[config.mk]
export PLATFORM = sky130hd
export DESIGN_NAME = query_patch_mem_ctrl
export DESIGN_NICKNAME = d
export VERILOG_FILES = /design/src/rtl/query_patch_mem_ctrl.sv
export SDC_FILE = /design/constraint.sdc
export NUM_CORES = 1
export LEC_CHECK = 0
export ABC_AREA = 1
export CAP_MARGIN = 15
export CORE_UTILIZATION = 30
export DETAILED_ROUTE_END_ITERATION = 16
export DONT_BUFFER_PORTS = 1
export PLACE_DENSITY = 0.46
export SKIP_CTS_REPAIR_TIMING = 1
export SLEW_MARGIN = 25
export SYNTH_ARGS = -nofsm -noshare
export SYNTH_HDL_FRONTEND = slang
export SYNTH_SLANG_ARGS = --single-unit
[constraint.sdc]
create_clock -name clk -period 5.95 [get_ports clk]
set_input_delay 0.595 -clock clk [delete_from_list [all_inputs] [get_ports clk]]
set_output_delay 0.595 -clock clk [all_outputs]
set_load 0.01 [all_outputs]
[src/rtl/query_patch_mem_ctrl.sv]
// Query patch memory controller: loads N patches into a dual-port memory, then streams them back out.
// Optional port-0 readback path is compiled in with `define QPM_READBACK_EN.
module query_patch_mem_ctrl #(
   parameter int DATA_WIDTH = 11,
   parameter int PATCH_SIZE = 5,
   parameter int ADDR_WIDTH = 9,
   parameter int DEPTH      = 512
) (
   input  logic                               clk,
   input  logic                               rst,
   input  logic                               start,
   input  logic [ADDR_WIDTH:0]                num_patches,
   output logic                               busy,
   output logic                               done,
   input  logic                               in_valid,
   output logic                               in_ready,
   input  logic [DATA_WIDTH*PATCH_SIZE-1:0]   in_patch,
   output logic                               out_valid,
   input  logic                               out_ready,
   output logic [DATA_WIDTH*PATCH_SIZE-1:0]   out_patch,
   input  logic                               rb_valid,
   output logic                               rb_ready,
   input  logic [ADDR_WIDTH-1:0]              rb_addr,
   output logic                               rb_data_valid,
   output logic [DATA_WIDTH*PATCH_SIZE-1:0]   rb_data,
   output logic                               csb0,
   output logic                               web0,
   output logic [ADDR_WIDTH-1:0]              addr0,
   output logic [DATA_WIDTH*PATCH_SIZE-1:0]   wpatch0,
   input  logic [DATA_WIDTH*PATCH_SIZE-1:0]   rpatch0,
   output logic                               csb1,
   output logic [ADDR_WIDTH-1:0]              addr1,
   input  logic [DATA_WIDTH*PATCH_SIZE-1:0]   rpatch1
);

   localparam int PW = DATA_WIDTH * PATCH_SIZE;
   localparam int CW = ADDR_WIDTH + 1;
   localparam logic [CW-1:0]         N_MAX    = CW'(DEPTH);
   localparam logic [CW-1:0]         CNT_ONE  = CW'(1'b1);
   localparam logic [ADDR_WIDTH-1:0] ADDR_ONE = ADDR_WIDTH'(1'b1);

   typedef enum logic [1:0] {
      ST_IDLE   = 2'd0,
      ST_LOAD   = 2'd1,
      ST_STREAM = 2'd2,
      ST_DONE   = 2'd3
   } state_e;

   state_e                state_q, state_d;
   logic [CW-1:0]         n_q, n_d;
   logic [CW-1:0]         raddr_q, raddr_d;
   logic [CW-1:0]         ocnt_q, ocnt_d;
   logic [ADDR_WIDTH-1:0] waddr_q, waddr_d;
   logic                  inflight_q, inflight_d;
   logic [PW-1:0]         fifo_q [2];
   logic                  wptr_q, rptr_q;
   logic [1:0]            fcnt_q, fcnt_d;

   logic                  load_acc_s, pop_s, push_s, issue_s, rb_acc_s;
   logic [CW-1:0]         n_clamp_s, n_last_s;
   logic [2:0]            occ_s;

   assign n_clamp_s  = (num_patches > N_MAX) ? N_MAX : num_patches;
   assign n_last_s   = n_q - CNT_ONE;
   assign load_acc_s = (state_q == ST_LOAD) && in_valid;
   assign pop_s      = (fcnt_q != 2'd0) && out_ready;
   assign push_s     = inflight_q;
   // Slots already committed after this cycle's pop: buffered entries plus the read still returning.
   assign occ_s      = {1'b0, fcnt_q} + {2'b00, inflight_q} - {2'b00, pop_s};
   assign issue_s    = (state_q == ST_STREAM) && (raddr_q < n_q) && (occ_s < 3'd2);

`ifdef QPM_READBACK_EN
   logic rb_ready_q, rb_dv_q;

   assign rb_acc_s      = rb_valid && rb_ready_q;
   assign rb_ready      = rb_ready_q;
   assign rb_data_valid = rb_dv_q;
   assign rb_data       = rb_dv_q ? rpatch0 : {PW{1'b0}};

   // Readback grant tracks the next state so LOAD writes always own port 0.
   always_ff @(posedge clk) begin
      if (rst) begin
         rb_ready_q <= 1'b0;
         rb_dv_q    <= 1'b0;
      end else begin
         rb_ready_q <= (state_d != ST_LOAD);
         rb_dv_q    <= rb_acc_s;
      end
   end
`else
   logic unused_rb_s;

   assign unused_rb_s   = ^{rb_valid, rb_addr, rpatch0};
   assign rb_acc_s      = 1'b0;
   assign rb_ready      = 1'b0;
   assign rb_data_valid = 1'b0;
   assign rb_data       = {PW{1'b0}};
`endif

   // Next-state logic for the job FSM and its counters.
   always_comb begin
      state_d    = state_q;
      n_d        = n_q;
      waddr_d    = waddr_q;
      raddr_d    = raddr_q;
      ocnt_d     = ocnt_q;
      inflight_d = issue_s;
      fcnt_d     = fcnt_q + {1'b0, push_s} - {1'b0, pop_s};
      case (state_q)
         ST_IDLE, ST_DONE: begin
            if (start) begin
               n_d     = n_clamp_s;
               waddr_d = {ADDR_WIDTH{1'b0}};
               raddr_d = {CW{1'b0}};
               ocnt_d  = {CW{1'b0}};
               state_d = (n_clamp_s == {CW{1'b0}}) ? ST_DONE : ST_LOAD;
            end else begin
               state_d = state_q;
            end
         end
         ST_LOAD: begin
            if (load_acc_s) begin
               if ({1'b0, waddr_q} == n_last_s) begin
                  state_d = ST_STREAM;
               end else begin
                  waddr_d = waddr_q + ADDR_ONE;
               end
            end else begin
               state_d = state_q;
            end
         end
         ST_STREAM: begin
            if (issue_s) begin
               raddr_d = raddr_q + CNT_ONE;
            end else begin
               raddr_d = raddr_q;
            end
            if (pop_s) begin
               ocnt_d = ocnt_q + CNT_ONE;
               if (ocnt_q == n_last_s) begin
                  state_d = ST_DONE;
               end else begin
                  state_d = state_q;
               end
            end else begin
               ocnt_d = ocnt_q;
            end
         end
         default: begin
            state_d = ST_IDLE;
         end
      endcase
   end

   // State, counters and the 2-entry output FIFO; reset drops any read still in flight.
   always_ff @(posedge clk) begin
      if (rst) begin
         state_q    <= ST_IDLE;
         n_q        <= {CW{1'b0}};
         waddr_q    <= {ADDR_WIDTH{1'b0}};
         raddr_q    <= {CW{1'b0}};
         ocnt_q     <= {CW{1'b0}};
         inflight_q <= 1'b0;
         fifo_q[0]  <= {PW{1'b0}};
         fifo_q[1]  <= {PW{1'b0}};
         wptr_q     <= 1'b0;
         rptr_q     <= 1'b0;
         fcnt_q     <= 2'd0;
      end else begin
         state_q    <= state_d;
         n_q        <= n_d;
         waddr_q    <= waddr_d;
         raddr_q    <= raddr_d;
         ocnt_q     <= ocnt_d;
         inflight_q <= inflight_d;
         fcnt_q     <= fcnt_d;
         if (push_s) begin
            fifo_q[wptr_q] <= rpatch1;
            wptr_q         <= ~wptr_q;
         end
         if (pop_s) begin
            rptr_q <= ~rptr_q;
         end
      end
   end

   assign busy      = (state_q == ST_LOAD) || (state_q == ST_STREAM);
   assign done      = (state_q == ST_DONE);
   assign in_ready  = (state_q == ST_LOAD);
   assign out_valid = (fcnt_q != 2'd0);
   assign out_patch = fifo_q[rptr_q];
   assign csb1      = ~issue_s;
   assign addr1     = issue_s ? raddr_q[ADDR_WIDTH-1:0] : {ADDR_WIDTH{1'b0}};

   // Port 0 mux: LOAD writes first, readback only when granted, idle otherwise.
   always_comb begin
      csb0    = 1'b1;
      web0    = 1'b1;
      addr0   = {ADDR_WIDTH{1'b0}};
      wpatch0 = {PW{1'b0}};
      if (load_acc_s) begin
         csb0    = 1'b0;
         web0    = 1'b0;
         addr0   = waddr_q;
         wpatch0 = in_patch;
      end else if (rb_acc_s) begin
         csb0  = 1'b0;
         addr0 = rb_addr;
      end else begin
         csb0 = 1'b1;
      end
   end

endmodule

==> results of run 1 <==
placed cells by master (no fill, tap or decap), types with 8 or more instances in the layout:
cell type / count
sky130_fd_sc_hd__clkbuf_16: 17
sky130_fd_sc_hd__nand3_1: 45
sky130_fd_sc_hd__o21ai_0: 17
sky130_fd_sc_hd__conb_1: 57
sky130_fd_sc_hd__xor2_1: 12
sky130_fd_sc_hd__nand2_2: 8
sky130_fd_sc_hd__edfxtp_1: 110
sky130_fd_sc_hd__nand2_1: 111
sky130_fd_sc_hd__nor2_1: 238
sky130_fd_sc_hd__a21oi_1: 40
sky130_fd_sc_hd__dfxtp_1: 46
sky130_fd_sc_hd__nor3_1: 11
sky130_fd_sc_hd__ha_1: 19
sky130_fd_sc_hd__mux2_2: 55
sky130_fd_sc_hd__inv_1: 168
kinds of logic (layout without fill, tap and decap cells):
family,Yosys count,in the layout,share of synthesized area [%]
buf+inv,268,211,14.2
fa+ha+maj,20,20,2.95
mux,55,55,7.10
simple gates,441,441,21.1
other cells,1,57,0.0430
xor+xnor,12,12,1.20
flops,157,157,48.6
compound gates,74,74,4.72
per-stage QoR:
step / setup slack, ps / utilization, % / instances / hold WS [ps] / power [mW]
5_1_grt: 1370 / 33.2 / 1411 / 225 / 3.89
2_1_floorplan: 2720 / - / 1084 / 426 / 2.32
4_1_cts: 1550 / 33.2 / 1411 / 225 / 3.70
6_report: 1660 / 33.2 / 1411 / 259 / 3.64
3_3_place_gp: 2070 / 31.0 / 1379 / 431 / 2.56
3_5_place_dp: 1980 / 31.1 / 1379 / 435 / 2.56
area by class of cell:
cell class,instances,area share (%)
clock buffers,17,4.48
clock inverters,15,2.00
inverters,174,6.87
multi-input cells,659,36.5
flip-flops and latches,157,44.7
well taps,384,5.06
repair buffers,5,0.395
power by group through the flow:
stage	registers, mW	clock network, mW	logic [mW]
after CTS	1.34	1.16	1.21
after global routing	1.35	1.20	1.34
after global placement	1.36	0	1.19
after detailed placement	1.36	0	1.20
after floorplan	1.35	0	0.976
final	1.34	1.12	1.18
flip-flops by register name (all words and copies together), names as in the netlist, named ones only:
| register | cells |
|---|---|
| fcnt_q | 2 |
| fifo_q | 110 |
| inflight_q | 1 |
| n_q | 10 |
| ocnt_q | 10 |
| raddr_q | 10 |
| rptr_q | 1 |
| state_q | 2 |
| waddr_q | 9 |
| wptr_q | 1 |
worst max-delay path by stage:
| stage | end | slack, ps | start |
|---|---|---|---|
| after floorplan | fifo_q[1][0] | 2720 | rst |
| final | addr1[3] | 1660 | fcnt_q[1] |
| after CTS | addr1[3] | 1550 | fcnt_q[1] |
| after global routing | addr1[0] | 1370 | fcnt_q[1] |
| after detailed placement | raddr_q[7] | 1980 | out_ready |
| after global placement | raddr_q[7] | 2070 | out_ready |
layer usage:
layer / routed length, um / track usage, %
met4: 223 / 3.61
met1: 10100 / 19.3
met3: 1240 / 3.01
met5: 0 / 0
met2: 10100 / 23.3
critical path, stage by stage (launching register included):
cell                      delay [ps]
sky130_fd_sc_hd__dfxtp_1         330
sky130_fd_sc_hd__inv_2            70
sky130_fd_sc_hd__nand2_1         140
sky130_fd_sc_hd__nand2_1         240
sky130_fd_sc_hd__inv_1           140
sky130_fd_sc_hd__ha_1            300
sky130_fd_sc_hd__inv_1            40
sky130_fd_sc_hd__ha_1            180
sky130_fd_sc_hd__fa_1            470
sky130_fd_sc_hd__nor3b_1         300
sky130_fd_sc_hd__nand4_1         600
sky130_fd_sc_hd__nor2_1          470
==> results, run 1 <==
- The destination of the worst hold path is raddr_q[5].
- The total of fill cells in the finished design is 3021.
- The highest attainable clock frequency is 233 MHz.
- Dividing the detail-routed via count by the number of cells gives 4.43.
- The global-route congestion overflow total is 0.
- The clock slew seen by the registers of the worst setup and hold paths is 70 ps.
- For this run, asynchronously set or reset flops after synthesis account for 0%.
- Dividing the synthesized area by the synthesized cell count gives 8.49 sq um.
- The count of unique library cells instantiated by Yosys is 42.
- The first global-routing pass estimated 33.1 mm of wire.
- After floorplanning, the core was divided into 62 placement rows.
- The finished cells cover 9500 sq um.
- In this run, synthesis produced a sequential element count of 157.
- The area of the mapped netlist is 8720 sq um.
- The area added between synthesis and finish is 8.93%.
- The combinational group share of total power is 32.5%.
- After synthesis, the largest area contributor takes up 37.9% of total cell area.
- Setup repair after global routing left no endpoint under its margin.
- The arrival time of the worst setup path is 3700 ps.
- Synthesis handed over a netlist of 1028 instances.
- The category of the critical setup timing path is reg2out.
- The maximum fanout count along the critical path is 12.
- The internal portion of the total power is 2.22 mW.
- For this run, design rule violations remaining after detail routing come to 0.
- The multi-input logic area is 3470 sq um.
- The buffer levels on the longest clock path is 2.
- Entering global routing, the biggest net connects 67 pins.
- The leakage power total is 4.14 nW.
- The flow ran to the end, and the final reports show no timing, DRC or antenna violations.
- Dividing total power by cell area gives a power density of 383 nW/um^2.
- The initial antenna violation count was 0.
- sky130_fd_sc_hd__edfxtp_1 takes more of the synthesized area than any other cell.
- Sequential cells were found to cover 48.6% of the synthesized design area.
- The via count of the first global-routing pass came to 5833.
- The number of port buffers is 0.
- The chip height is 173 um.
- Across the run, the number of max-cap violations was 0.
- The number of top-level design ports is 382.
- The most repeated cell in the gate-level netlist after synthesis is sky130_fd_sc_hd__nor2_1.
- The initial utilization of the core area, before any placement, comes to 30.5%.
- The sequential share of power is 36.7%.
- By count the netlist is led by sky130_fd_sc_hd__nor2_1 (238), sky130_fd_sc_hd__inv_1 (168), sky130_fd_sc_hd__nand2_1 (115).
- The floorplan step defined a die boundary enclosing 29800 sq um.
- The startpoint of the worst-slack reg-to-reg timing path is fcnt_q[1].
- In this run the cell area measured after placement is 8890 sq um.
- The width of the chip is 173 um.
- In this run the critical register-to-register path is captured at raddr_q[7].
- The total count of hold-check failures in the final report is 0.
- The max-slew violation count was 0.
- The number of inserted diodes is 0.
- The kind of start point of the critical path is a flip-flop.
- The H-tree generated during clock tree synthesis spans 4 levels.
- The placeable core region is 28600 sq um.
- The min-delay analysis places its worst path in the category in2reg.
- By area the synthesized netlist is led by sky130_fd_sc_hd__edfxtp_1 (38%), sky130_fd_sc_hd__dfxtp_1 (11%), sky130_fd_sc_hd__nor2_1 (10%).
- The switching component of the power is 1.43 mW.
- Setup violations remaining at the end of the flow were counted as 0.
- The hold path startpoint is rst.
- The storage element area is 4250 sq um.
- Between clock sinks in the finished design, the worst skew comes to 12.6 ps.
- The total detailed-routing wirelength is 21.6 mm.
- The depth of the worst hold-timing path is 1.
- The number of cells on the worst reg-to-reg path is 15.
- The length of the first detailed-routing pass in iterations is 5.
- The total number of vias is 6246.
- Routability-driven placement finished with a final weighted congestion of 0.798.
- Dividing the detail-routed wire length by the instance count gives 15.3 um.
- The share of post-route cells with drive strength above 1 is 11.6%.
- The half-perimeter wire length after detailed placement is 15.2 mm.
- The final setup TNS is 0 ps.
- The normalized max-slew margin is 40.6%.
- STA classifies the critical path endpoint as an output pin.
- The peak supply drop is 0.147 mV.
- The most used flip-flop cell after synthesis is sky130_fd_sc_hd__edfxtp_1.
- At the later pin of the worst-skew pair, clock insertion delay measures 430 ps.
- Per report_power, the clock group accounts for 30.8% of the total.
- The count of nets left with antenna violations after detail routing is 0.
- The violation count after the first detailed-routing iteration is 413.
- STA puts the critical path data required time at 5360 ps.
- The switching fraction of total power is 39.2%.
- The count of nets after finishing is 1224.
- Global routing consumed, over all layers together, 14.3% of the routing resources.
- The routed design could run at a clock period as short as 4290 ps.
- The number of synthesized flops with an enable pin is 110.
- The total CTS buffers is 17.
- The fraction of the cycle the final worst path needs is 72.2%.
- TritonCTS built the clock tree.
- Clock tree synthesis selected as its root buffer the cell sky130_fd_sc_hd__clkbuf_16.
- Yosys printed 0 warnings.
- The worst register-to-register path has a setup slack of 2030 ps.
- The total number of clock tree sinks is 157.
- The actual slew at the worst max-slew pin is 887 ps.
(Power assumes the default switching activity.)
==> run 2: changes to the inputs <==
Clock period 5.95 ns to 4.3 ns, I/O delays scaled along.
==> run 2 against run 1 <==
Effect of this change:
- non-clock buffer count grew 4
- critical endpoint is now addr1[2]
- clock power grew 38%
- sequential power increased by 42%
- cell count grew 0.28%
- sequential share of layout area shrank 0.097 points
- global-route usage rose by 0.44 points
- power increased by 38%
- largest cell class unchanged
- combinational power up 36%
- highest routed layer unchanged
- critical path depth increased by 1
- hold slack worse by 190 ps
- sequential cell count unchanged
==> results, run 2 (same netlist as run 1, synthesis figures left out) <==
- The wire length on met2 is 10.4 mm (+2.7%).
- Routed signal wires occupy layers up through met4.
- The worst hold slack came to 65.6 ps (-193 ps).
- The max-capacitance violation count was 0 (unchanged).
- Leaving out fill and tap cells, the most frequent cells in the layout are sky130_fd_sc_hd__nor2_1 (238), sky130_fd_sc_hd__inv_1 (168), sky130_fd_sc_hd__nand2_1 (111), sky130_fd_sc_hd__edfxtp_1 (110), sky130_fd_sc_hd__conb_1 (57).
- The switching component of the power is 1.97 mW (+38%).
- The sequential share of power is 37.7% (+1.0 points).
- The count of nets left with antenna violations after detail routing is 0 (unchanged).
- Based on the critical path, the design can be clocked at up to 288 MHz.
- The worst path in the final design needs a cycle of 3470 ps, including I/O delays and setup.
- The H-tree depth reported by CTS is 4 (unchanged).
- The most frequent standard cell in the layout excluding fill and tap cells is sky130_fd_sc_hd__nor2_1.
- The power density of the placed cells is 529 nW/um^2 (+38%).
- The peak supply drop is 0.261 mV (+77%).
- The half-perimeter wire length after detailed placement is 15.7 mm (+3.0%).
- The chip height came to 173 um (unchanged).
- The arrival time of the worst setup path was 3040 ps (-660 ps).
- The length of the first detailed-routing pass in iterations is 7 (+2).
- The number of inserted diodes is 0 (unchanged).
- The met3 routed wirelength is 1.38 mm (+11%).
- The storage element area is 4250 sq um (about the same).
- The switching fraction of total power came to 39.0% (-0.19 points).
- The number of port buffers is 0 (unchanged).
- The width of the chip is 173 um (unchanged).
- fifo_q holds more flip-flops than any other register.
- The count of nets after finishing is 1228 (+0.33%).
- The actual slew at the worst max-slew pin came to 979 ps (+91.6 ps).
- The area added between synthesis and finish is 9.24%.
- The critical path is of the reg2out type.
- Setup repair after global routing left no endpoint under its margin.
- The clock slew seen by the registers of the worst setup and hold paths came to 80 ps (about the same).
- The internal power component is 3.08 mW (+39%).
- The detail-routed via count per cell is 4.39 (-0.73%).
- The max-slew violation count is 0 (unchanged).
- The fraction of the cycle the final worst path needs is 80.7%.
- The number of top-level design ports came to 382 (unchanged).
- The normalized max-slew margin is 34.5% (-6.1 points).
- The total of fill cells in the finished design was 3005 (-0.53%).
- The violation count after the first detailed-routing iteration is 310 (-25%).
- The leakage power total is 4.16 nW (+0.50%).
- The cell row count is 62 (unchanged).
- The share of post-route cells with drive strength above 1 is 11.9% (+0.34 points).
- The total count of hold-check failures in the final report is 0 (unchanged).
- The via count of the first global-routing pass was 5831 (-0.034%).
- The total CTS buffers was 17 (unchanged).
- The total instance count after detailed placement came to 1383 (+0.29%).
- The maximum fanout count along the critical path was 12 (unchanged).
- The part of the total power dissipated in the clock network came to 30.6% (-0.2 points).
- The setup skew after layout is 13.7 ps (+1.06 ps).
- The met1 wire length was 10.0 mm (-0.41%).
- The global routing usage summed across all routing layers came to 14.8% (+0.44 points).
- The worst setup path is captured at an output pin.
- The initial core utilization is 30.5% (unchanged).
- The total number of vias is 6218 (-0.45%).
- The final core area utilization is 33.3% (+0.092 points).
- The final weighted congestion in routability-driven placement is 0.807 (+1.1%).
- The buffer levels on the longest clock path is 2 (unchanged).
- The global-route congestion overflow total is 0 (unchanged).
- The initial antenna violation count is 0 (unchanged).
- The total detailed-routing wirelength is 21.9 mm (+1.3%).
- The largest net degree at the start of global routing is 67 (unchanged).
- The multi-input logic area is 3470 sq um (unchanged).
- The routed length per instance is 15.5 um (+1.0%).
- The die outline area is 29800 sq um (unchanged).
- The combinational group share of total power is 31.7% (-0.8 points).
- The number of flip-flops under the largest register name is 110 (unchanged).
- The clock tree root buffer cell is sky130_fd_sc_hd__clkbuf_16.
- The flow ran to the end, and the final reports show no timing, DRC or antenna violations.
- The placeable core region is 28600 sq um (unchanged).
- The final setup TNS is 0 ps (unchanged).
- The worst setup path is launched from a flip-flop.
- The number of endpoints failing setup at the final stage is 0 (unchanged).
- The clock latency on the worst-skew pair is 430 ps (about the same).
- The path type of the worst min-delay path is in2reg.
- The first-pass GRT wire length was 34.0 mm (+2.8%).
- The number of non-filler instances in the completed layout is 1415 (+0.28%).
- The required time of the critical path is 3870 ps (-1490 ps).
- The total number of clock tree sinks is 157 (unchanged).
- The clock tree from TritonCTS is done.
- The post-route DRC violation count came to 0 (unchanged).
run 2: changes by cell type in the layout (fill, tap and decap cells not counted):
cell / before / now
sky130_fd_sc_hd__inv_12: 0 / 1
sky130_fd_sc_hd__clkinv_8: 6 / 4
sky130_fd_sc_hd__dfxtp_4: 0 / 1
sky130_fd_sc_hd__clkinv_4: 1 / 3
sky130_fd_sc_hd__dfxtp_2: 1 / 0
sky130_fd_sc_hd__buf_4: 5 / 9
sky130_fd_sc_hd__clkinvlp_4: 1 / 0
run 2: path summary, 6_finish.rpt:
check	from	endpoint	slack (ps)	cells after the start
max	fcnt_q[1]	addr1[2]	830	12
max reg2reg	fcnt_q[1]	raddr_q[0]	910	16
min	rst	n_q[2]	70	1
min reg2reg	rptr_q	flip-flop	450	1
run 2: power by group through the flow:
| stage | sequential, mW | combinational [mW] | clock (mW) |
|---|---|---|---|
| 6_report | 1.90 | 1.60 | 1.54 |
| 5_1_grt | 1.93 | 1.81 | 1.66 |
| 4_1_cts | 1.90 | 1.62 | 1.60 |
| 3_5_place_dp | 1.94 | 1.61 | 0 |
| 3_3_place_gp | 1.94 | 1.61 | 0 |
| 2_1_floorplan | 1.86 | 1.35 | 0 |
run 2: critical path: stages, from the launching register on:
cell	delay [ps]
sky130_fd_sc_hd__dfxtp_1	330
sky130_fd_sc_hd__inv_2	70
sky130_fd_sc_hd__nand2_1	140
sky130_fd_sc_hd__nand2_1	190
sky130_fd_sc_hd__inv_1	120
sky130_fd_sc_hd__ha_1	290
sky130_fd_sc_hd__inv_1	40
sky130_fd_sc_hd__ha_1	180
sky130_fd_sc_hd__fa_1	470
sky130_fd_sc_hd__nor3b_1	210
sky130_fd_sc_hd__nand4_1	110
sky130_fd_sc_hd__buf_4	210
sky130_fd_sc_hd__nor2_1	260
run 2: area by class of cell:
type,instances,area share [%]
Multi-Input combinational cell,659,36.4
Sequential cell,157,44.6
Inverter,174,6.85
Timing Repair Buffer,9,0.709
Clock inverter,15,1.93
Clock buffer,17,4.46
Tap cell,384,5.04
run 2: through the flow:
| stage | worst slack [ps] | power (mW) | area (sq um) |
|---|---|---|---|
| final | 830 | 5.04 | 9530 |
| after global placement | 872 | 3.54 | 8910 |
| after global routing | 568 | 5.40 | 9530 |
| after CTS | 691 | 5.13 | 9520 |
| after floorplan | 1230 | 3.22 | 8930 |
| after detailed placement | 858 | 3.55 | 8910 |
run 2: per-layer routing:
layer / vias up / global-route usage (%)
met2: 187 / 24.0
met3: 12 / 3.94
met5: - / 0
met1: 2888 / 19.7
li1: 3131 / -
met4: 0 / 3.01
==> run 3: changes to the inputs <==
Settings changed: ABC_AREA 1 to 0.
Clock period 4.3 ns to 3.25 ns, I/O delays scaled along.
==> run 3 against run 2 <==
Effect of this change:
- the run now ends with setup timing left
- sequential cell count did not move
- critical path type unchanged
- largest power group unchanged
- sequential share of layout area down 1.7 points
- combinational power grew 19%
- clock skew increased by 2.4 ps
- cell count is 13% lower
==> results, run 3 <==
- The run finished, with violations left.
- The checks that failed: setup timing.
- The largest net degree at the start of global routing is 68 (+1.5%).
- The buffer levels on the longest clock path is 2 (unchanged).
- The H-tree depth reported by CTS is 4 (unchanged).
- The post-route standard cell area excluding fillers is 9900 sq um (+3.9%).
- The clock tree from TritonCTS is done.
- The worst setup margin is -41.8 ps (-871 ps).
- The post-placement setup slack came to 165 ps (-693 ps).
- The length of the first detailed-routing pass in iterations is 4 (-3).
- The startpoint identified for the worst register-to-register timing path is fcnt_q[1].
- The setup skew after layout was 16.1 ps (+2.40 ps).
- The setup slack of the worst register-to-register path came to 160 ps (-750 ps).
- The kind of end point of the critical path is an output pin.
- The share of post-route cells with drive strength above 1 is 20.2% (+8.3 points).
- The cell sitting at the root of the clock tree is a sky130_fd_sc_hd__clkbuf_16.
- The routed length per instance is 20.0 um (+29%).
- The count of buffering cells on the critical path with inverters included is 5 (+1).
- The count of unique library cells instantiated by Yosys was 62 (+48%).
- The actual slew at the worst max-slew pin is 678 ps (-301 ps).
- The die outline area was 29800 sq um (+0.27%).
- The first-pass GRT wire length came to 35.7 mm (+4.9%).
- The half-perimeter wire length after detailed placement was 17.9 mm (+14%).
- The average footprint of a synthesized cell is 10.6 sq um (+24%).
- The top routing layer in use is met4.
- The share of synthesized flip-flops with an asynchronous set or reset came to 0% (unchanged).
- The post-layout total power is 6.28 mW (+25%).
- The number of synthesized flops with an enable pin is 110 (unchanged).
- The initial core utilization is 30.5% (about the same).
- The register containing the most flip-flops in the final layout is fifo_q.
- In this run the critical register-to-register path is captured at raddr_q[9].
- The leakage power total came to 4.00 nW (-3.8%).
- The global routing usage summed across all routing layers came to 16.1% (+1.3 points).
- The peak supply drop is 0.373 mV (+43%).
- The met3 routed wirelength is 3.14 mm (+130%).
- The critical path is of the reg2out type.
- The top cell types in the final layout, fill and taps aside, are sky130_fd_sc_hd__and2_1 (111), sky130_fd_sc_hd__edfxtp_1 (110), sky130_fd_sc_hd__and3_1 (68), sky130_fd_sc_hd__nor2_1 (62), sky130_fd_sc_hd__mux2_2 (59).
- The capture point of the critical path is addr1[5].
- The power density of the placed cells was 635 nW/um^2 (+20%).
- The final critical path takes up 101% of the cycle.
- The normalized max-slew margin came to 54.8% (+20 points).
- The total of fill cells in the finished design is 2949 (-1.9%).
- The initial antenna violation count is 0 (unchanged).
- The largest incremental delay on the critical path was 470 ps (about the same).
- The yosys synthesis warning count came to 0 (unchanged).
- The post-place instance area is 9080 sq um (+1.9%).
- The max-capacitance violation count is 0 (unchanged).
- In the post-synthesis netlist, the biggest area contributors are sky130_fd_sc_hd__edfxtp_1 (38%), sky130_fd_sc_hd__dfxtp_1 (11%), sky130_fd_sc_hd__and2_1 (8.4%).
- The area of the mapped netlist is 8750 sq um (+0.27%).
- The met1 wire length is 10.4 mm (+4.0%).
- Among all stages on the critical path, the largest delay is contributed by sky130_fd_sc_hd__fa_1.
- The sequential element share of the synthesized area is 48.5% (-0.13 points).
- The cell accounting for the most synthesized area is sky130_fd_sc_hd__edfxtp_1.
- The post-synthesis cell count is 828 (-19%).
- The area growth from synthesis to layout is 13.2%.
- The cell row count is 62 (unchanged).
- The max-slew violation count came to 0 (unchanged).
- The global-route congestion overflow total came to 0 (unchanged).
- The number of flip-flops under the largest register name came to 110 (unchanged).
- The number of logic stages on the critical path including buffering is 15 (+3).
- The placeable core region is 28700 sq um (+0.27%).
- The signal on the critical path passes through or2_4 -> nand2_4 -> inv_2 -> ha_4 -> inv_2 -> ha_4 -> fa_1 -> nor2_1 -> nand4_1 -> a31oi_1 -> o21a_2 -> buf_6 -> clkinv_8 -> nor2_4 -> buf_6.
- The path type of the worst min-delay path is in2reg.
- The detail-routed via count per cell came to 4.66 (+6.1%).
- The violation count after the first detailed-routing iteration is 360 (+16%).
- The number of non-filler instances in the completed layout came to 1235 (-13%).
- The clock latency on the worst-skew pair is 430 ps (about the same).
- The smallest clock period supported by the final layout is computed as 3290 ps.
- The total number of clock tree sinks is 157 (unchanged).
- The top cell type's share of synthesized area is 37.8% (-0.10 points).
- The via count of the first global-routing pass is 5390 (-7.6%).
- The kind of start point of the critical path is a flip-flop.
- The required time of the critical path is 2920 ps (-950 ps).
- The total detailed-routing wirelength came to 24.6 mm (+12%).
- The number of port buffers is 0 (unchanged).
- The arrival time of the worst setup path was 2970 ps (-70 ps).
- The launch point of the critical path is fcnt_q[1].
- The wire length on met2 is 10.9 mm (+5.0%).
- The total number of vias is 5759 (-7.4%).
- Timing would allow up to 304 MHz.
- The number of top-level design ports is 382 (unchanged).
- The post-route DRC violation count is 0 (unchanged).
- The count of nets left with antenna violations after detail routing came to 0 (unchanged).
- The number of endpoints failing setup at the final stage is 7 (+7).
- The critical path's top delay family is adder cells.
- The number of cells on the worst reg-to-reg path is 15 (-1).
- Setup repair after global routing could not meet its margin everywhere.
- The clock slew seen by the registers of the worst setup and hold paths came to 80 ps (about the same).
- The library cell used most frequently in the layout, excluding fill and tap cells, is sky130_fd_sc_hd__and2_1.
- The total instance count after detailed placement is 1193 (-14%).
- Among all cell types in the netlist, the one instantiated most often is sky130_fd_sc_hd__and2_1.
- The count of state elements after synthesis was 157 (unchanged).
- The width of the chip was 173 um (+0.13%).
- The number of inserted diodes came to 0 (unchanged).
- The chip height is 173 um (+0.13%).
- By count the netlist is led by sky130_fd_sc_hd__and2_1 (118), sky130_fd_sc_hd__edfxtp_1 (110), sky130_fd_sc_hd__and3_1 (68).
- The total CTS buffers was 17 (unchanged).
- The total count of hold-check failures in the final report is 0 (unchanged).
- The final weighted congestion in routability-driven placement came to 0.828 (+2.7%).
- The most common flop cell mapped by yosys is sky130_fd_sc_hd__edfxtp_1.
- The count of nets after finishing is 1048 (-15%).
- The maximum fanout count along the critical path is 6 (-6).
## run 3: cell types whose count changed in the layout (fill, tap and decap cells not counted), sizes merged, moves of 6 or more
cell | previous run | this run
a21oi | 40 | 23
and2 | 1 | 118
and3 | 0 | 68
buf | 9 | 44
inv | 180 | 34
nand2 | 121 | 25
nand3 | 48 | 14
nor2 | 243 | 64
nor3 | 13 | 6
nor3b | 3 | 9
o21ai | 20 | 7
xnor2 | 0 | 22
xor2 | 12 | 21
## run 3: cell type report
type | count | area (sq um) | area share, %
multi-input cells | 590 | 4060 | 41.0
flip-flops and latches | 157 | 4250 | 42.9
well taps | 384 | 480 | 4.85
repair buffers | 44 | 403 | 4.07
clock buffers | 17 | 425 | 4.30
inverters | 28 | 118 | 1.19
clock inverters | 15 | 165 | 1.67
## run 3: layer usage
layer | vias to the layer above | GRT usage [%]
li1 | 2793 | -
met1 | 2758 | 21.1
met2 | 193 | 23.5
met3 | 15 | 8.29
met4 | 0 | 3.72
met5 | - | 0
## run 3: worst min-delay path by stage
| stage | from | to | slack (ps) | depth (start not counted) |
|---|---|---|---|---|
| 6_report | num_patches[4] | n_q[4] | 50 | 2 |
| 5_1_grt | start | n_q[9] | 60 | 2 |
| 4_1_cts | rst | state_q[0] | -60 | 1 |
| 3_5_place_dp | rst | waddr_q[0] | 410 | 1 |
| 3_3_place_gp | rst | waddr_q[1] | 410 | 1 |
| 2_1_floorplan | rptr_q | flip-flop | 470 | 2 |
## run 3: through the flow
| step | util, % | setup TNS, ps | hold slack (ps) |
|---|---|---|---|
| 2_1_floorplan | - | 0 | 472 |
| 3_3_place_gp | 31.7 | 0 | 409 |
| 3_5_place_dp | 31.7 | 0 | 410 |
| 4_1_cts | 33.7 | -1940 | -59.0 |
| 5_1_grt | 34.5 | -1490 | 63.2 |
| 6_report | 34.5 | -70.2 | 52.0 |
## run 3: worst register-to-register path, cell delays in order (launching register included)
cell                       delay [ps]
sky130_fd_sc_hd__dfxtp_2          320
sky130_fd_sc_hd__or2_4            260
sky130_fd_sc_hd__nand2_4           60
sky130_fd_sc_hd__inv_2             40
sky130_fd_sc_hd__ha_4             250
sky130_fd_sc_hd__inv_2             40
sky130_fd_sc_hd__ha_4             150
sky130_fd_sc_hd__fa_1             470
sky130_fd_sc_hd__nor2_1           120
sky130_fd_sc_hd__nand4_1           90
sky130_fd_sc_hd__a31oi_1          160
sky130_fd_sc_hd__o21a_2           190
sky130_fd_sc_hd__buf_6            120
sky130_fd_sc_hd__o21bai_1         120
sky130_fd_sc_hd__or3_1            330
sky130_fd_sc_hd__mux2_2           280
## run 3: power breakdown
part / switching, mW / internal (mW)
Sequential: 0.110 / 2.28
Combinational: 1.16 / 0.735
Clock: 0.959 / 1.03
Total: 2.23 / 4.05
## run 3: logic make-up after synthesis
family                     share of synthesized area, %
xor gates and xnor gates                           4.30
other                                            0.0429
muxes                                              8.05
buffers and inverters                              8.48
AOI/OAI and AO/OA                                  6.16
adders and majority gates                          2.95
and+or+nand+nor                                    21.5
DFF                                                48.5
